## config.mk

```make
export PLATFORM = sky130hd
export DESIGN_NAME = qubo_demon_sched_flat
export DESIGN_NICKNAME = d
export VERILOG_FILES = /design/src/rtl/qubo_demon_sched_if.sv /design/src/rtl/qubo_demon_sched.sv /design/src/flat_wrapper.sv
export SDC_FILE = /design/constraint.sdc
export NUM_CORES = 1
export LEC_CHECK = 0
export CAP_MARGIN = 20
export CORE_MARGIN = 2
export CORE_UTILIZATION = 38
export DETAILED_ROUTE_END_ITERATION = 12
export DONT_BUFFER_PORTS = 1
export PLACE_DENSITY = 0.59
export SLEW_MARGIN = 25
export SYNTH_ARGS = -nofsm -noshare
export SYNTH_HDL_FRONTEND = slang
export SYNTH_SLANG_ARGS = --single-unit
```

## constraint.sdc

```tcl
create_clock -name clk -period 2.8 [get_ports clk]
set_input_delay 0.28 -clock clk [delete_from_list [all_inputs] [get_ports clk]]
set_output_delay 0.28 -clock clk [all_outputs]
set_load 0.02 [all_outputs]
```

## src/rtl/qubo_demon_sched_if.sv

```systemverilog
// Bundle between the demon scheduler, its control inputs and the shared energy/spin datapath.
// de_req/de_ack: de_req is held with de_idx stable until de_ack is sampled high on a rising edge; that edge captures de_val and completes the transfer.
interface qubo_demon_sched_if #(
  parameter int N_SPINS   = 8,
  parameter int E_W       = 8,
  parameter int MAX_COUNT = 1000
);
  localparam int IDX_W = $clog2(N_SPINS);
  localparam int CNT_W = $clog2(MAX_COUNT + 1);

  logic                    start;
  logic [E_W-1:0]          demon_init;
  logic                    de_req;
  logic [IDX_W-1:0]        de_idx;
  logic                    de_ack;
  logic signed [E_W:0]     de_val;
  logic                    flip;
  logic [IDX_W-1:0]        flip_idx;
  logic [E_W-1:0]          demon_energy;
  logic [CNT_W-1:0]        sweep_count;
  logic                    busy;
  logic                    done;

  modport master (
    input  start, demon_init, de_ack, de_val,
    output de_req, de_idx, flip, flip_idx, demon_energy, sweep_count, busy, done
  );

  modport slave (
    output start, demon_init, de_ack, de_val,
    input  de_req, de_idx, flip, flip_idx, demon_energy, sweep_count, busy, done
  );
endinterface

```

## src/rtl/qubo_demon_sched.sv

```systemverilog
// Creutz-demon sweep controller: requests dE per spin, applies the demon acceptance rule,
// tracks demon energy with saturation and stops after MAX_COUNT sweeps.
module qubo_demon_sched #(
  parameter int N_SPINS   = 8,
  parameter int E_W       = 8,
  parameter int MAX_COUNT = 1000
) (
  input  logic               clk,
  input  logic               rst_n,
  qubo_demon_sched_if.master bus,
  output logic [1:0]         state_o
);
  localparam int IDX_W = $clog2(N_SPINS);
  localparam int CNT_W = $clog2(MAX_COUNT + 1);
  localparam logic [IDX_W-1:0] LAST_IDX  = IDX_W'(N_SPINS - 1);
  localparam logic [CNT_W-1:0] LAST_CNT  = CNT_W'(MAX_COUNT - 1);
  localparam logic [E_W-1:0]   DEMON_MAX = '1;

  typedef enum logic [1:0] {
    S_IDLE = 2'd0,
    S_REQ  = 2'd1,
    S_EVAL = 2'd2,
    S_DONE = 2'd3
  } state_t;

  state_t                state_q, state_d;
  logic [IDX_W-1:0]      idx_q, idx_d;
  logic [CNT_W-1:0]      cnt_q, cnt_d;
  logic [E_W-1:0]        demon_q, demon_d;
  logic signed [E_W:0]   dv_q, dv_d;

  logic                  accept;
  logic signed [E_W+1:0] diff;
  logic                  sat;

  // Demon is zero-extended so that every negative dE is accepted.
  assign accept = dv_q <= $signed({1'b0, demon_q});
  assign diff   = $signed({2'b00, demon_q}) - $signed({dv_q[E_W], dv_q});
  assign sat    = diff > $signed({2'b00, DEMON_MAX});

  always_ff @(posedge clk or negedge rst_n) begin
    if (!rst_n) begin
      state_q <= S_IDLE;
      idx_q   <= '0;
      cnt_q   <= '0;
      demon_q <= '0;
      dv_q    <= '0;
    end else begin
      state_q <= state_d;
      idx_q   <= idx_d;
      cnt_q   <= cnt_d;
      demon_q <= demon_d;
      dv_q    <= dv_d;
    end
  end

  always_comb begin
    state_d = state_q;
    idx_d   = idx_q;
    cnt_d   = cnt_q;
    demon_d = demon_q;
    dv_d    = dv_q;
    unique case (state_q)
      S_IDLE, S_DONE: begin
        if (bus.start) begin
          demon_d = bus.demon_init;
          idx_d   = '0;
          cnt_d   = '0;
          state_d = S_REQ;
        end
      end
      S_REQ: begin
        if (bus.de_ack) begin
          dv_d    = bus.de_val;
          state_d = S_EVAL;
        end
      end
      S_EVAL: begin
        if (accept) demon_d = sat ? DEMON_MAX : diff[E_W-1:0];
        if (idx_q != LAST_IDX) begin
          idx_d   = idx_q + 1'b1;
          state_d = S_REQ;
        end else begin
          idx_d   = '0;
          cnt_d   = cnt_q + 1'b1;
          state_d = (cnt_q == LAST_CNT) ? S_DONE : S_REQ;
        end
      end
      default: state_d = S_IDLE;
    endcase
  end

  always_comb begin
    bus.de_req       = (state_q == S_REQ);
    bus.de_idx       = idx_q;
    bus.flip         = (state_q == S_EVAL) && accept;
    bus.flip_idx     = bus.flip ? idx_q : '0;
    bus.demon_energy = demon_q;
    bus.sweep_count  = cnt_q;
    bus.busy         = (state_q == S_REQ) || (state_q == S_EVAL);
    bus.done         = (state_q == S_DONE);
    state_o          = state_q;
  end
endmodule

```

## src/flat_wrapper.sv

```systemverilog
// flat-port wrapper written by rule: the top's interface ports become plain ports
module qubo_demon_sched_flat 
#(
  parameter int N_SPINS   = 8,
  parameter int E_W       = 8,
  parameter int MAX_COUNT = 1000
)
  (clk, rst_n, state_o, bus_start, bus_demon_init, bus_de_ack, bus_de_val, bus_de_req, bus_de_idx, bus_flip, bus_flip_idx, bus_demon_energy, bus_sweep_count, bus_busy, bus_done);
  qubo_demon_sched_if #(.N_SPINS(N_SPINS), .E_W(E_W), .MAX_COUNT(MAX_COUNT)) bus_i ();
  input  logic clk;
  input  logic rst_n;
  output logic [1:0] state_o;
  input wire logic [$bits(bus_i.start)-1:0] bus_start;
  input wire logic [$bits(bus_i.demon_init)-1:0] bus_demon_init;
  input wire logic [$bits(bus_i.de_ack)-1:0] bus_de_ack;
  input wire logic [$bits(bus_i.de_val)-1:0] bus_de_val;
  output wire logic [$bits(bus_i.de_req)-1:0] bus_de_req;
  output wire logic [$bits(bus_i.de_idx)-1:0] bus_de_idx;
  output wire logic [$bits(bus_i.flip)-1:0] bus_flip;
  output wire logic [$bits(bus_i.flip_idx)-1:0] bus_flip_idx;
  output wire logic [$bits(bus_i.demon_energy)-1:0] bus_demon_energy;
  output wire logic [$bits(bus_i.sweep_count)-1:0] bus_sweep_count;
  output wire logic [$bits(bus_i.busy)-1:0] bus_busy;
  output wire logic [$bits(bus_i.done)-1:0] bus_done;
  assign bus_i.start = bus_start;
  assign bus_i.demon_init = bus_demon_init;
  assign bus_i.de_ack = bus_de_ack;
  assign bus_i.de_val = bus_de_val;
  assign bus_de_req = bus_i.de_req;
  assign bus_de_idx = bus_i.de_idx;
  assign bus_flip = bus_i.flip;
  assign bus_flip_idx = bus_i.flip_idx;
  assign bus_demon_energy = bus_i.demon_energy;
  assign bus_sweep_count = bus_i.sweep_count;
  assign bus_busy = bus_i.busy;
  assign bus_done = bus_i.done;
  qubo_demon_sched #(.N_SPINS(N_SPINS), .E_W(E_W), .MAX_COUNT(MAX_COUNT)) u_core (.clk(clk), .rst_n(rst_n), .bus(bus_i), .state_o(state_o));
endmodule
```

==> results of run 1 <==
## layout make-up
type	count	area [um^2]	share of cell area
Sequential cell	32	802	0.349
Clock buffer	6	72.6	0.0316
Multi-Input combinational cell	161	1170	0.508
Inverter	24	90.1	0.0392
Tap cell	70	87.6	0.0381
Timing Repair Buffer	8	75.1	0.0326
Clock inverter	1	5.00	0.00218
## logic make-up (layout without fill, tap and decap cells)
kind of cell | after synthesis | after routing
adder cells (fa/ha/maj) | 16 | 16
flip-flops | 32 | 32
AO/OA/AOI/OAI | 49 | 49
multiplexers | 11 | 11
buffers and inverters | 31 | 39
AND/OR/NAND/NOR | 72 | 72
XOR/XNOR | 13 | 13
## worst paths after layout
| check | endpoint | slack [ns] | cells past startpoint |
|---|---|---|---|
| max | bus_flip_idx[0] | 0.18 | 10 |
| min | u_core.dv_q[8] | 0.13 | 1 |
| max reg2reg | u_core.bus.demon_energy[0] | 0.28 | 9 |
| min reg2reg | u_core.dv_q[2] | 0.49 | 1 |
| max in group asynchronous | u_core.bus.demon_energy[0] | 2.17 | 2 |
| min in group asynchronous | u_core.bus.sweep_count[0] | 0.44 | 2 |
## Yosys cell counts (2+ instances only)
library cell	instances	area, um^2
or3_2	5	37.5
nand4_1	9	56.3
inv_2	2	7.51
xor2_1	7	61.3
and2_1	2	12.5
clkbuf_1	5	18.8
ha_1	15	188
nor2b_1	3	18.8
nor3_1	5	25.0
o21ai_1	16	80.1
inv_1	22	82.6
and3_1	2	12.5
nand3_1	6	30.0
buf_6	2	22.5
xnor2_1	6	52.6
a21oi_1	8	40.0
mux2_1	9	101
or3_1	3	18.8
dfrtp_1	32	801
nand2_1	12	45.0
nor2_1	19	71.3
a31oi_1	9	56.3
## power by group through the flow
stage | Sequential, mW | Combinational (mW) | Clock (mW)
6_report | 0.844 | 1.85 | 0.331
5_1_grt | 0.875 | 2.08 | 0.366
4_1_cts | 0.849 | 1.82 | 0.346
3_5_place_dp | 0.857 | 1.79 | 0
3_3_place_gp | 0.850 | 1.78 | 0
2_1_floorplan | 0.840 | 1.42 | 0
## per-stage QoR
stage | instance area (um^2) | util | power (mW) | setup WS (ns)
2_1_floorplan | 2090 | - | 2.26 | 0.278
3_3_place_gp | 2180 | 0.419 | 2.63 | 0.313
3_5_place_dp | 2180 | 0.419 | 2.65 | 0.275
4_1_cts | 2290 | 0.439 | 3.02 | 0.0251
5_1_grt | 2300 | 0.442 | 3.32 | 0.0395
6_report | 2300 | 0.442 | 3.02 | 0.178
## flip-flops by register name, summed over array words and instances, names as in the netlist
name	cells
u_core.bus.demon_energy	8
u_core.dv_q	9
u_core.bus.sweep_count	10
u_core.bus.de_idx	3
u_core.state_o	2
## timing repair
action	CTS	global route
gates resized for setup	1	2
cloned	0	0
setup endpoints to repair	1	2
hold buffers	2	0
pin swaps	0	1
endpoints found under the hold margin	32	0
## per-layer routing
layer,vias up,routed length [um],track usage
met5,-,0,0
met1,789,2380,0.237
met2,44,2190,0.262
met4,0,68,0.0526
met3,6,261,0.0448
li1,810,-,-
## worst register-to-register path, delay by kind of cell, from the launching register on
kind / cells / cell delay [ns]
adders and majority gates: 2 / 0.57
and+or+nand+nor: 1 / 0.12
buffers and inverters: 2 / 0.13
AOI/OAI and AO/OA: 4 / 1.09
DFF: 1 / 0.46
==> reports/results.txt, run 1 <==
The run finished with clean final reports. The logs give 0.279 for the share of total power in sequential cells and 5 for the clock buffer count from CTS. Relative to the synthesized area, the layout overhead comes to 10.2%.

By instance count, the cell type seen most on the critical path is inv_1. The detail route stage leaves a number of antenna-violating nets equal to 0. The highest clock frequency the design can meet was 0.381 GHz; the Yosys warning count was 0. At the pin with the least slew margin, the transition time is 0.735 ns. The first global-routing pass estimated 8.25 mm of wire. The total overflow left after global routing is 0. After filler insertion, the fill cell instance count of the layout stands at 529. The sequential share of the synthesized area came out at 0.384. For this block, the initial DRC count from the detailed router was 71. The fraction of layout instances using a drive strength above 1 came out at 0.134. The H-tree generated during clock tree synthesis spans 2 levels. For the area of the die, the log shows 6100 um^2. The number of nets at the end of the flow came out at 269. The number of vias per cell works out to 5.46. STA classifies the critical path startpoint as a flop. The DRC violation count after routing is 0. The die height was 78.1 um; the count of input and output buffers was 0.

The complex-gate fraction of the synthesized area is 0.160, and the power share of the combinational group is 0.611. The fraction of synthesized cell area in xor and xnor cells works out to 0.0546. In this run the deepest clock path goes through 2 buffers. Across all layers, the routed design uses 1,649 vias.

The maximum fanout along the worst path was 3; the number of unique standard cell types used by synthesis was 47. The run gives 0.110 as the fraction of power consumed by the clock network. The floorplan row count is 26. The tools report the post-detailed-placement half-perimeter wirelength as 3.54 mm. The width of the die was 78.1 um. The count of cells in the finished layout, fillers not included, comes to 302.

The arithmetic-cell share of the synthesized area counting full adders, half adders and majority gates is 0.0995, and the clock transition at the registers of the reported paths is 0.07 ns. Leaving out fill and tap cells, the most frequent cell in the layout is dfrtp_1. The arrival time at the worst endpoint was 2.34 ns; the number of enable-type register cells in the synthesized netlist was 0.

The run gives 0.507 as the worst slew margin relative to its limit. The type of destination of the critical path was a primary output. The critical path goes through inv_1, ha_1, inv_1, fa_1, nand3_2, a31oi_1, o41ai_2, buf_4, inv_2, and2_1. The top cell types in the final layout, fill and taps aside, are dfrtp_1, inv_1, nor2_1. The worst hold path belongs to the class in2reg. After detailed placement, the design holds a cell count of 293. The worst-case IR drop observed on VDD is 0.000471 V. The max-slew violation count was 0; the proportion of synthesized flip-flops having asynchronous set or reset was 1.00.

In this run the critical register-to-register path is launched from u_core.bus.demon_energy[0]. The critical path in this run is classified as reg2out. Switching power as a share of total power: 0.495. The number of top-level pins is 51. The tools report the number of antenna violations at the first check in global routing as 0.

The repair_antennas step left the layout with diodes totalling 0. TritonCTS built the clock tree. Counting both buffers and inverters, the worst setup path holds a total of 4.

The largest single stage delay on the critical path is 0.46 ns. The mux contribution to synthesized area is 0.0588. The flip-flop and latch count after synthesis is 32. In this run the power spent charging and discharging nets is 1.50 mW.

The global router's overall resource usage is 0.171, and the placeable core region is 5200 um^2. The final RePlAce weighted congestion was 0.828; the setup TNS after final layout was 0 ns. The routed design could run at a clock period as short as 2.62 ns. Synthesis produced a netlist whose cell count is 224.

For the worst setup path, the data required time is 2.52 ns. The effective utilization at floorplan is 0.401. On the final layout, the worst clock skew is 0.00772 ns.

The tools report the via count of the first global-routing pass as 1,609. Setup repair after global routing left no endpoint under its margin. Top cell family by delay on the critical path: adder cells. The analysis attributes to cell leakage a power of 1.04 nW.

The worst hold path begins at bus_de_val[8]. Count of final hold-check violations: 0. The run gives 0 as the setup fix buffers added after clock tree synthesis. The design internal power came out at 1.53 mW.

The synthesized netlist occupies a cell area of 2090 um^2. The average detailed-routed wire length per instance came out at 16.2 um. For this design the ratio of total power to cell area is 1310 nW/um^2. The tree is rooted in a clkbuf_8. The largest family of logic cells by synthesized area was simple AND/OR/NAND/NOR gates.

The most used flip-flop cell after synthesis is dfrtp_1. Clock latency on the worst-skew pair, taken at its later pin, is 0.28 ns. Summed over all layers, the routed wires come to 4.90 mm. Averaged over all synthesized cells, the footprint is 9.32 um^2. For this design, the sink count on the clock tree is 32. The share of the clock period used by the worst path is 0.937.

The largest individual stage delay along the critical path comes from the cell dfrtp_2. The share of synthesized cell area in and, or, nand and nor gates was 0.180; the total nets after synthesis was 261. Max-cap violations in this run came to 0. The first detailed-routing pass ran for 4 iterations. The final setup violation count is 0. The critical path starts at u_core.bus.demon_energy[0]. Entering global routing, the biggest net connects 33 pins.

The tightest hold path in the finished design has a slack of 0.128 ns.
(Power assumes the default switching activity.)
==> inputs of run 2 (changes only) <==
--- a/config.mk
+++ b/config.mk
@@ -5,8 +5,7 @@
 export SDC_FILE = /design/constraint.sdc
 export NUM_CORES = 1
 export LEC_CHECK = 0
-export CAP_MARGIN = 20
-export CORE_MARGIN = 2
+export CAP_MARGIN = 5
 export CORE_UTILIZATION = 38
 export DETAILED_ROUTE_END_ITERATION = 12
 export DONT_BUFFER_PORTS = 1
==> run 2 against run 1 <==
  * Final cell count unchanged
  * Largest power group unchanged
  * Total power increased by 2.6%
  * Largest cell class unchanged
  * Clock skew increased by 0.0017 ns
  * Sequential share of layout area decreased by 0.49 points
  * Non-clock buffer count unchanged
  * Via count increased by 1.7%
  * Sequential power increased by 4.4%
  * Fmax decreased by 2.5%
  * Clock-buffer cell count increased by 1
  * Wire length increased by 0.10%
  * First-iteration DRC count increased by 70%
  * Global-route usage increased by 0.63 points
  * Critical endpoint unchanged
==> reports/results.txt, run 2 (same netlist as run 1, synthesis figures left out) <==
The minimum period implied by the final worst setup slack was 2.69 ns; the total power after layout was 3.10 mW. The actual slew at the worst max-slew pin came out at 0.748 ns. STA puts the critical path data required time at 2.52 ns. Wire length the detailed router placed on met1: 2.49 mm. Effective utilization at floorplan: 0.401. For the global router's overall resource usage, the log shows 0.177.

The floorplan step set the die height to 76.1 um. The highest layer used for signal routing is met4. The clock passes through at most 2 buffers.

For this run the aggregate overflow at the end of global routing stands at 0. Cell with the biggest individual delay on the critical path: dfrtp_2. The count of antenna-violating nets left after detailed routing was 0; the number of clock sinks seen by CTS was 32. In the layout the commonest cells are dfrtp_1, inv_1, nor2_1. The tools report the final cell utilization of the core as 0.448. Count of final hold-check violations: 0. The tools report the via count of the first global-routing pass as 1,635. The run gives 0.28 ns as the clock latency reported for the late side of the worst-skew pair. Type of destination of the critical path: a primary output. The run finished with clean final reports. The count of buffers added on input and output ports is 0.

The floorplan row count was 26. Clock tree synthesis selected as its root buffer the cell clkbuf_8. Data arrives at the worst endpoint at 2.41 ns. The layout-stage area growth over the synthesis result is 11.8%.

The area of the die was 5790 um^2. Setup repair after global routing left no endpoint under its margin. The critical path goes through inv_2, ha_2, inv_1, fa_2, nand3_2, a31oi_2, o41ai_2, buf_4, inv_2, and2_4. The tools report the setup slack of the critical path after layout as 0.110 ns. Worst reg2reg path depth: 9.

The share of the clock period used by the worst path is 0.961. For this design the top-level I/O count stands at 51. The post-detailed-placement half-perimeter wirelength was 3.56 mm; the power per cell area was 1330 nW/um^2.

The detailed router placed 1,677 vias in this run. After detailed routing, the average wire length per cell comes to 16.2 um. The class of the tightest hold or removal check is in2reg. The logs give 0 for the number of max-cap violations and 0.372 GHz for the highest clock frequency the design can meet. The post-detailed-routing wire length was 4.90 mm. The worst setup path is launched from a flop.

Summed over all nets, wire length on met3 after detailed routing comes to 251 um. Across the whole layout, storage elements account for 802 um^2. Fill cells in the final layout number 523. After detailed routing, the met2 layer carries 2.10 mm of wire. For this run, design rule violations remaining after detail routing come to 0. Leakage power: 1.05 nW.

DRC marker count from the first detailed-route iteration: 121. The number of antenna diodes in the final layout is 0. The number of cells on the worst hold path came out at 1.

The pin count of the biggest net entering global routing was 33; the flip-flop count of the largest register, all copies and words added was 10. For the clock tree skew after final layout, the log shows 0.00946 ns. The tools report the max-slew violation count as 0.

In this run the worst path has a maximum fanout of 3. The critical path in this run is classified as reg2out. Summing all multi-input logic gate instances after layout gives 1180 um^2. The number of vias per cell was 5.55; the number of antenna violations at the first check in global routing was 0. The fraction of layout instances using a drive strength above 1 is 0.159. TritonCTS built the clock tree.

The net count of the finished layout is 269. The worst slew margin relative to its limit is 0.498, and the maximum single-stage delay on the critical path is 0.47 ns. Measured along the x axis, the die boundary spans 76.1 um. Leaving out fill and tap cells, the most frequent cell in the layout is dfrtp_1.

The placeable core region is 5200 um^2, and the number of levels the H-tree was split into is 2. The first global-routing pass estimated 8.17 mm of wire. Setup violations remaining at the end of the flow were counted as 0.

The clock transition at the registers of the reported paths was 0.07 ns; the final RePlAce weighted congestion was 0.839. Number of search-and-repair iterations in the first detailed-routing pass: 4. In the final timing run, aggregate negative setup slack is 0 ns.

The worst slack on hold paths is 0.131 ns, and the worst ir drop on vdd is 0.000453 V. Most used cell along the critical path: inv_2. At the placement stage, the worst setup path has a slack of 0.243 ns. For the clock buffer count from CTS, the log shows 5.
run 2: cell types whose count changed in the layout (fill, tap and decap cells not counted), sizes merged:
| cell | delta |
|---|---|
| clkbuf | +1 |
| clkinv | -1 |
run 2: routing by layer:
metal / track usage / vias up
met5: 0 / -
met4: 0.0615 / 0
met3: 0.0407 / 8
met2: 0.273 / 45
met1: 0.244 / 813
li1: - / 811
run 2: per-stage QoR:
step	cell area, um^2	std cells
after floorplan	2090	224
after global placement	2170	292
after detailed placement	2170	292
after CTS	2310	301
after global routing	2330	302
final	2330	302
run 2: worst max-delay path: cells and delay by family, from the launching register on:
family                   cells  cell delay, ns
buffers and inverters        4            0.34
AO/OA/AOI/OAI                2            0.50
AND/OR/NAND/NOR              2            0.28
flip-flops                   1            0.47
adder cells (fa/ha/maj)      2            0.54
run 2: worst paths after layout:
check                                           start                          to  slack (ns)
setup reg to reg           u_core.bus.demon_energy[0]  u_core.bus.demon_energy[2]        0.35
setup / recovery           u_core.bus.demon_energy[0]             bus_flip_idx[0]        0.11
max in group asynchronous                       rst_n  u_core.bus.demon_energy[0]        2.18
hold / removal                          bus_de_val[8]              u_core.dv_q[8]        0.13
min in group asynchronous                       rst_n   u_core.bus.sweep_count[2]        0.43
hold reg to reg                        u_core.dv_q[3]              u_core.dv_q[3]        0.50
run 2: final cells by class:
type                    instances  share of cell area
flip-flops and latches         32               0.344
inverters                      24              0.0386
repair buffers                  8              0.0322
well taps                      70              0.0376
clock buffers                   7              0.0413
multi-input cells             161               0.506
run 2: repair_timing:
| item | in CTS | in global routing |
|---|---|---|
| hold buffers | 2 | 0 |
| resized for setup | 2 | 7 |
| pin swaps | 0 | 2 |
| setup endpoints to repair | 2 | 2 |
| gates cloned | 0 | 0 |
| hold endpoints to repair | 32 | 0 |
| setup buffers | 0 | 1 |
run 2: report_power, final:
part	leakage [nW]	internal [mW]	switching [mW]
Clock	0.0503	0.219	0.163
Sequential	0.402	0.621	0.260
Combinational	0.596	0.744	1.09
Total	1.05	1.58	1.52
==> RTL change 1 (flow settings as in run 1) <==
`E_W` is set to 8 in 3 places; all go to 6.
--- a/src/rtl/qubo_demon_sched_if.sv
+++ b/src/rtl/qubo_demon_sched_if.sv
@@ -4,3 +4,3 @@
   parameter int N_SPINS   = 8,
-  parameter int E_W       = 8,
+  parameter int E_W       = 6,
   parameter int MAX_COUNT = 1000
--- a/src/rtl/qubo_demon_sched.sv
+++ b/src/rtl/qubo_demon_sched.sv
@@ -4,3 +4,3 @@
   parameter int N_SPINS   = 8,
-  parameter int E_W       = 8,
+  parameter int E_W       = 6,
   parameter int MAX_COUNT = 1000
--- a/src/flat_wrapper.sv
+++ b/src/flat_wrapper.sv
@@ -4,3 +4,3 @@
   parameter int N_SPINS   = 8,
-  parameter int E_W       = 8,
+  parameter int E_W       = 6,
   parameter int MAX_COUNT = 1000
Ports: changed (resized bus_de_val, bus_demon_energy and bus_demon_init); port bits go from 51 to 45. The function was not compared with the original's and may differ.
==> RTL change 1 against run 1 <==
Total power down 28%. Non-clock buffer count decreased by 3. Setup slack worse by 42 ps. Design area decreased by 19%. Global-route usage is 1.5 points lower. Synthesized cell count decreased by 21%. Routed wire length down 22%. Synthesized area decreased by 18%. Sequential cell count is 4 lower. Utilization shrank 1.0 points. Fmax fell by 1.6%. Final cell count shrank 22%. Critical endpoint is now bus_flip_idx[2]. Largest cell class unchanged.
==> RTL change 1: results (changes against run 1) <==
The flow ran to the end, and the final reports show no timing, DRC or antenna violations. The final-layout worst hold slack came out at 150 ps (+22.7 ps). For hold timing, the worst endpoint is u_core.dv_q[5]. The portion of total power attributed to combinational logic is 54.2% (-6.9 points). The reported leakage power came out at 0.835 nW (-20%).

The per-cell via count in the routed design came out at 5.54 (+1.4%). The routability congestion estimate from global placement is 0.820 (-0.92%). The net count reported at finish came out at 215 (-20%). The post-detailed-placement half-perimeter wirelength came out at 2890 um (-19%).

The peak fanout along the critical path came to 4 (+1). The minimum setup slack among reg-to-reg paths came out at 300 ps (+20 ps). The count of mapped cells out of synthesis is 177 (-21%). The slowest stage of the critical path is the sky130_fd_sc_hd__dfrtp_1 cell.

The stage delay of the slowest cell on the critical path is 480 ps (+20 ps). The number of global-route vias before repair came out at 1324 (-18%). The distinct cell type count of the synthesized netlist came out at 35 (-26%). The maximum level of the CTS H-tree is 1 (-1). The post-place instance area came out at 1770 um2 (-19%).

The minimum setup slack after placement came out at 313 ps (+37.6 ps). The power in the clock group is 257 uW (-22%). The DRC violation total after the first TritonRoute iteration came to 93 (+31%). The worst register-to-register path ends at u_core.bus.demon_energy[2]. The synthesized netlist net count is 208 (-20%). The maximum VDD drop is 0.390 mV (-17%).

The worst endpoint data arrival time came to 2380 ps (+40 ps). The register area share after synthesis is 41.1% (+2.7 points). The filler cell count in the final layout was 444 (-16%).

The count of placed standard cells including taps is 228 (-22%). The share of cells above drive strength 1 came to 10.9% (-2.4 points). The post-detailed-routing wire length came out at 3830 um (-22%).

The final cell count without fillers is 235 (-22%). The number of buffers added by the clock tree synthesis step is 3 (-2). The worst clock skew came out at 2.02 ps (-5.71 ps). The maximum number of pins on one net before global-route repair was 29 (-12%). The commonest cells after synthesis are 28 x sky130_fd_sc_hd__dfrtp_1, 19 x sky130_fd_sc_hd__inv_1, 16 x sky130_fd_sc_hd__nor2_1. The clock-pin slew reported for the worst setup and hold paths after clock tree synthesis is 100 ps (+30 ps).
RTL change 1: cell types whose count changed in the layout (fill, tap and decap cells not counted), moves of 3 or more:
cell / change
sky130_fd_sc_hd__o21ai_1: -16
sky130_fd_sc_hd__dfrtp_1: -3
sky130_fd_sc_hd__mux2_2: +8
sky130_fd_sc_hd__inv_1: -3
sky130_fd_sc_hd__a31oi_1: -5
sky130_fd_sc_hd__o21ai_0: +10
sky130_fd_sc_hd__mux2_1: -9
sky130_fd_sc_hd__buf_4: -3
sky130_fd_sc_hd__nand2_1: -4
sky130_fd_sc_hd__nand4_1: -3
sky130_fd_sc_hd__or3_2: -5
sky130_fd_sc_hd__nor2_1: -4
RTL change 1: final cells by class:
cell class	count	area [um2]	share of cell area, %
Clock buffer	4	55.1	2.95
Multi-Input combinational cell	127	922	49.4
Inverter	19	71.3	3.82
Tap cell	52	65.1	3.49
Timing Repair Buffer	5	52.6	2.82
Sequential cell	28	701	37.5
RTL change 1: worst max-delay path, delay by kind of cell (launching register included):
kind / cells / cell delay, ps
adder cells (fa/ha/maj): 2 / 570
AND/OR/NAND/NOR: 3 / 620
flip-flops: 1 / 480
buffers and inverters: 2 / 150
AO/OA/AOI/OAI: 2 / 290
RTL change 1: timing repair:
| action | 4_1_cts | 5_1_grt |
|---|---|---|
| hold buffers | 2 | 0 |
| endpoints found under the hold margin | 28 | 0 |
| setup buffers | 0 | 1 |
| gates resized for setup | 0 | 1 |
| setup endpoints to repair | 0 | 3 |
RTL change 1: how the worst max path moves through the flow:
| stage | startpoint | end | slack [ps] | cells past startpoint |
|---|---|---|---|---|
| after detailed placement | u_core.bus.demon_energy[0] | u_core.bus.demon_energy[2] | 310 | 9 |
| after global routing | u_core.bus.demon_energy[0] | bus_flip_idx[2] | 5 | 9 |
| after CTS | u_core.bus.demon_energy[0] | bus_flip_idx[2] | 80 | 9 |
| after floorplan | u_core.bus.demon_energy[0] | u_core.bus.demon_energy[0] | 530 | 9 |
| after global placement | u_core.bus.demon_energy[0] | bus_flip_idx[2] | 390 | 9 |
| final | u_core.bus.demon_energy[0] | bus_flip_idx[2] | 140 | 9 |
RTL change 1: logic make-up (layout without fill, tap and decap cells):
family	Yosys count	after routing	synth area share, %
AO/OA/AOI/OAI	34	34	13.7
multiplexers	11	11	7.12
flip-flops	28	28	41.1
buffers and inverters	22	28	4.92
XOR/XNOR	11	11	5.65
adder cells (fa/ha/maj)	14	14	10.7
AND/OR/NAND/NOR	57	57	16.7
RTL change 1: metal layers:
metal	global-route usage, %	vias up	routed length [um]
li1	-	630	-
met1	21.2	625	1760
met3	5.41	2	287
met4	3.77	0	19
met2	24.1	44	1760
met5	0	-	0
==> RTL change 2 (flow settings as in run 1) <==
Made on the original files. `dv_q` no longer has a reset.
--- a/src/rtl/qubo_demon_sched.sv
+++ b/src/rtl/qubo_demon_sched.sv
@@ -46,3 +46,2 @@
       demon_q <= '0;
-      dv_q    <= '0;
     end else begin
@@ -52,4 +51,7 @@
       demon_q <= demon_d;
-      dv_q    <= dv_d;
     end
+  end
+
+  always_ff @(posedge clk) begin
+    dv_q <= dv_d;
   end
Check against the original RTL: no difference found for any inputs over 10 cycles, from zero or initial values and one cycle with rst_n low; that may be too few to reach the edited logic, so the function may still have changed.
==> RTL change 2 against run 1 <==
Synthesized area fell by 6.5%. Critical path type unchanged. Combinational power fell by 36%. Sequential cell count did not move. Register-to-register slack improved by 210 ps. Highest routed layer unchanged. Largest power group unchanged. Sequential power fell by 1%. Clock power rose by 3%. Setup slack got worse by 29 ps. Design area fell by 6.0%. Total power fell by 22%. Critical path depth fell by 3. Synthesized cell count fell by 12%. Routed wire length fell by 16%. Die area fell by 6.1%.
==> RTL change 2: results (changes against run 1) <==
The routability congestion estimate from global placement came out at 0.863 (+4.3%). The compound-gate portion of the synthesized area came out at 16.5% (+0.53 points). The share of cells above drive strength 1 came to 13.5% (+0.16 points). The post-detailed-placement half-perimeter wirelength came out at 3020 um (-15%).

The wire length of the first global-routing pass is 6550 um (-21%). The tightest slew margin relative to the limit is 65.6% (+15 points). The number of cells traversed by the worst hold path was 0 (-1). The maximum VDD drop is 0.468 mV (-0.49%). In this design, the largest share of critical-path delay is due to simple AND/OR/NAND/NOR gates. The wire length per cell after detailed routing came out at 14.8 um (-8.4%). By area the synthesized netlist is led by sky130_fd_sc_hd__dfrtp_1 29%, sky130_fd_sc_hd__edfxtp_1 14%, sky130_fd_sc_hd__ha_1 9.6%, sky130_fd_sc_hd__xor2_1 4.0%, sky130_fd_sc_hd__nand2_1 3.8%. The library cell contributing the largest single delay on the critical path is sky130_fd_sc_hd__dfrtp_1. The share of synthesized area spent on multiplexers is 1.03% (-4.8 points).

The total routing usage reported by global routing came out at 15.5% (-1.6 points). The distinct cell type count of the synthesized netlist was 41 (-13%). The total internal power was 1.22 mW (-20%). The maximum number of pins on one net before global-route repair is 24 (-27%). The run finished with clean final reports. The number of search-and-repair iterations in the first detailed-routing pass is 5 (+1).

The register area share after synthesis came out at 43.3% (+5.0 points). The worst endpoint data arrival time came out at 2370 ps (+30 ps). The minimum setup slack among reg-to-reg paths came out at 490 ps (+210 ps). The share of flip-flops with an asynchronous set or reset after synthesis came out at 71.9% (-28 points). In this run the critical register-to-register path is captured at u_core.bus.demon_energy[6]. The number of global-route vias before repair is 1325 (-18%). The reported leakage power is 0.955 nW (-8.3%).
## RTL change 2: cell count changes in the layout (fill, tap and decap cells not counted), sizes merged, moves of 7 or more
cell,run 1,this run
mux2,10,0
dfrtp,32,23
or3,8,1
a31oi,9,2
nand2,13,20
edfxtp,0,9
## RTL change 2: what timing repair did
action                                  4_1_cts  5_1_grt
buffers inserted                              0        1
hold buffers                                  2        0
endpoints found under the hold margin        23        0
pin swaps                                     0        1
endpoints found under the setup margin        2        2
resized for setup                             2        5
## RTL change 2: routing by layer
layer	GRT usage, %	up-vias	wire length (um)
li1	-	713	-
met1	21.2	655	1890
met3	5.69	8	257
met5	0	-	0
met4	6.04	0	87
met2	22.5	38	1880
## RTL change 2: cell families (layout without fill, tap and decap cells)
group	after synthesis	after routing
AO/OA/AOI/OAI	46	46
XOR/XNOR	13	13
adder cells (fa/ha/maj)	16	16
buffers and inverters	22	32
flip-flops	32	32
multiplexers	2	2
AND/OR/NAND/NOR	66	66
## RTL change 2: worst max path at each step
stage	start	endpoint	slack, ps	cells past startpoint
6_report	u_core.bus.demon_energy[3]	bus_flip_idx[1]	150	7
5_1_grt	u_core.bus.demon_energy[3]	bus_flip_idx[1]	30	7
4_1_cts	u_core.bus.demon_energy[0]	bus_flip_idx[2]	8	10
3_5_place_dp	u_core.bus.demon_energy[0]	bus_flip_idx[2]	220	10
3_3_place_gp	u_core.bus.demon_energy[0]	bus_flip_idx[2]	280	10
2_1_floorplan	u_core.bus.demon_energy[0]	bus_flip_idx[1]	470	10
## RTL change 2: final cells by class
type / instances / area (um2)
Tap cell: 70 / 87.6
Clock buffer: 5 / 68.8
Sequential cell: 32 / 847
Fill cell: 501 / 2880
Clock inverter: 3 / 13.8
Multi-Input combinational cell: 143 / 1020
Inverter: 19 / 71.3
Timing Repair Buffer: 5 / 52.6
## RTL change 2: metrics by stage
step                      hold slack (ps)  utilization (%)  std cells  worst slack [ps]  cell area [um2]
after floorplan                     -15.6                -        197               467             1950
after global placement              -15.1             40.0        266               281             2020
after detailed placement            -15.1             40.0        266               218             2020
after CTS                            76.4             42.4        276              8.37             2140
after global routing                 69.3             42.9        277              29.2             2160
final                                85.9             42.9        277               148             2160
## RTL change 2: power groups by stage
stage / combinational [mW] / clock [mW] / sequential [mW]
global route: 1.32 / 0.378 / 0.854
finish: 1.18 / 0.342 / 0.835
detailed placement: 1.13 / 0 / 0.846
global placement: 1.13 / 0 / 0.842
CTS: 1.16 / 0.357 / 0.838
floorplan: 0.953 / 0 / 0.811
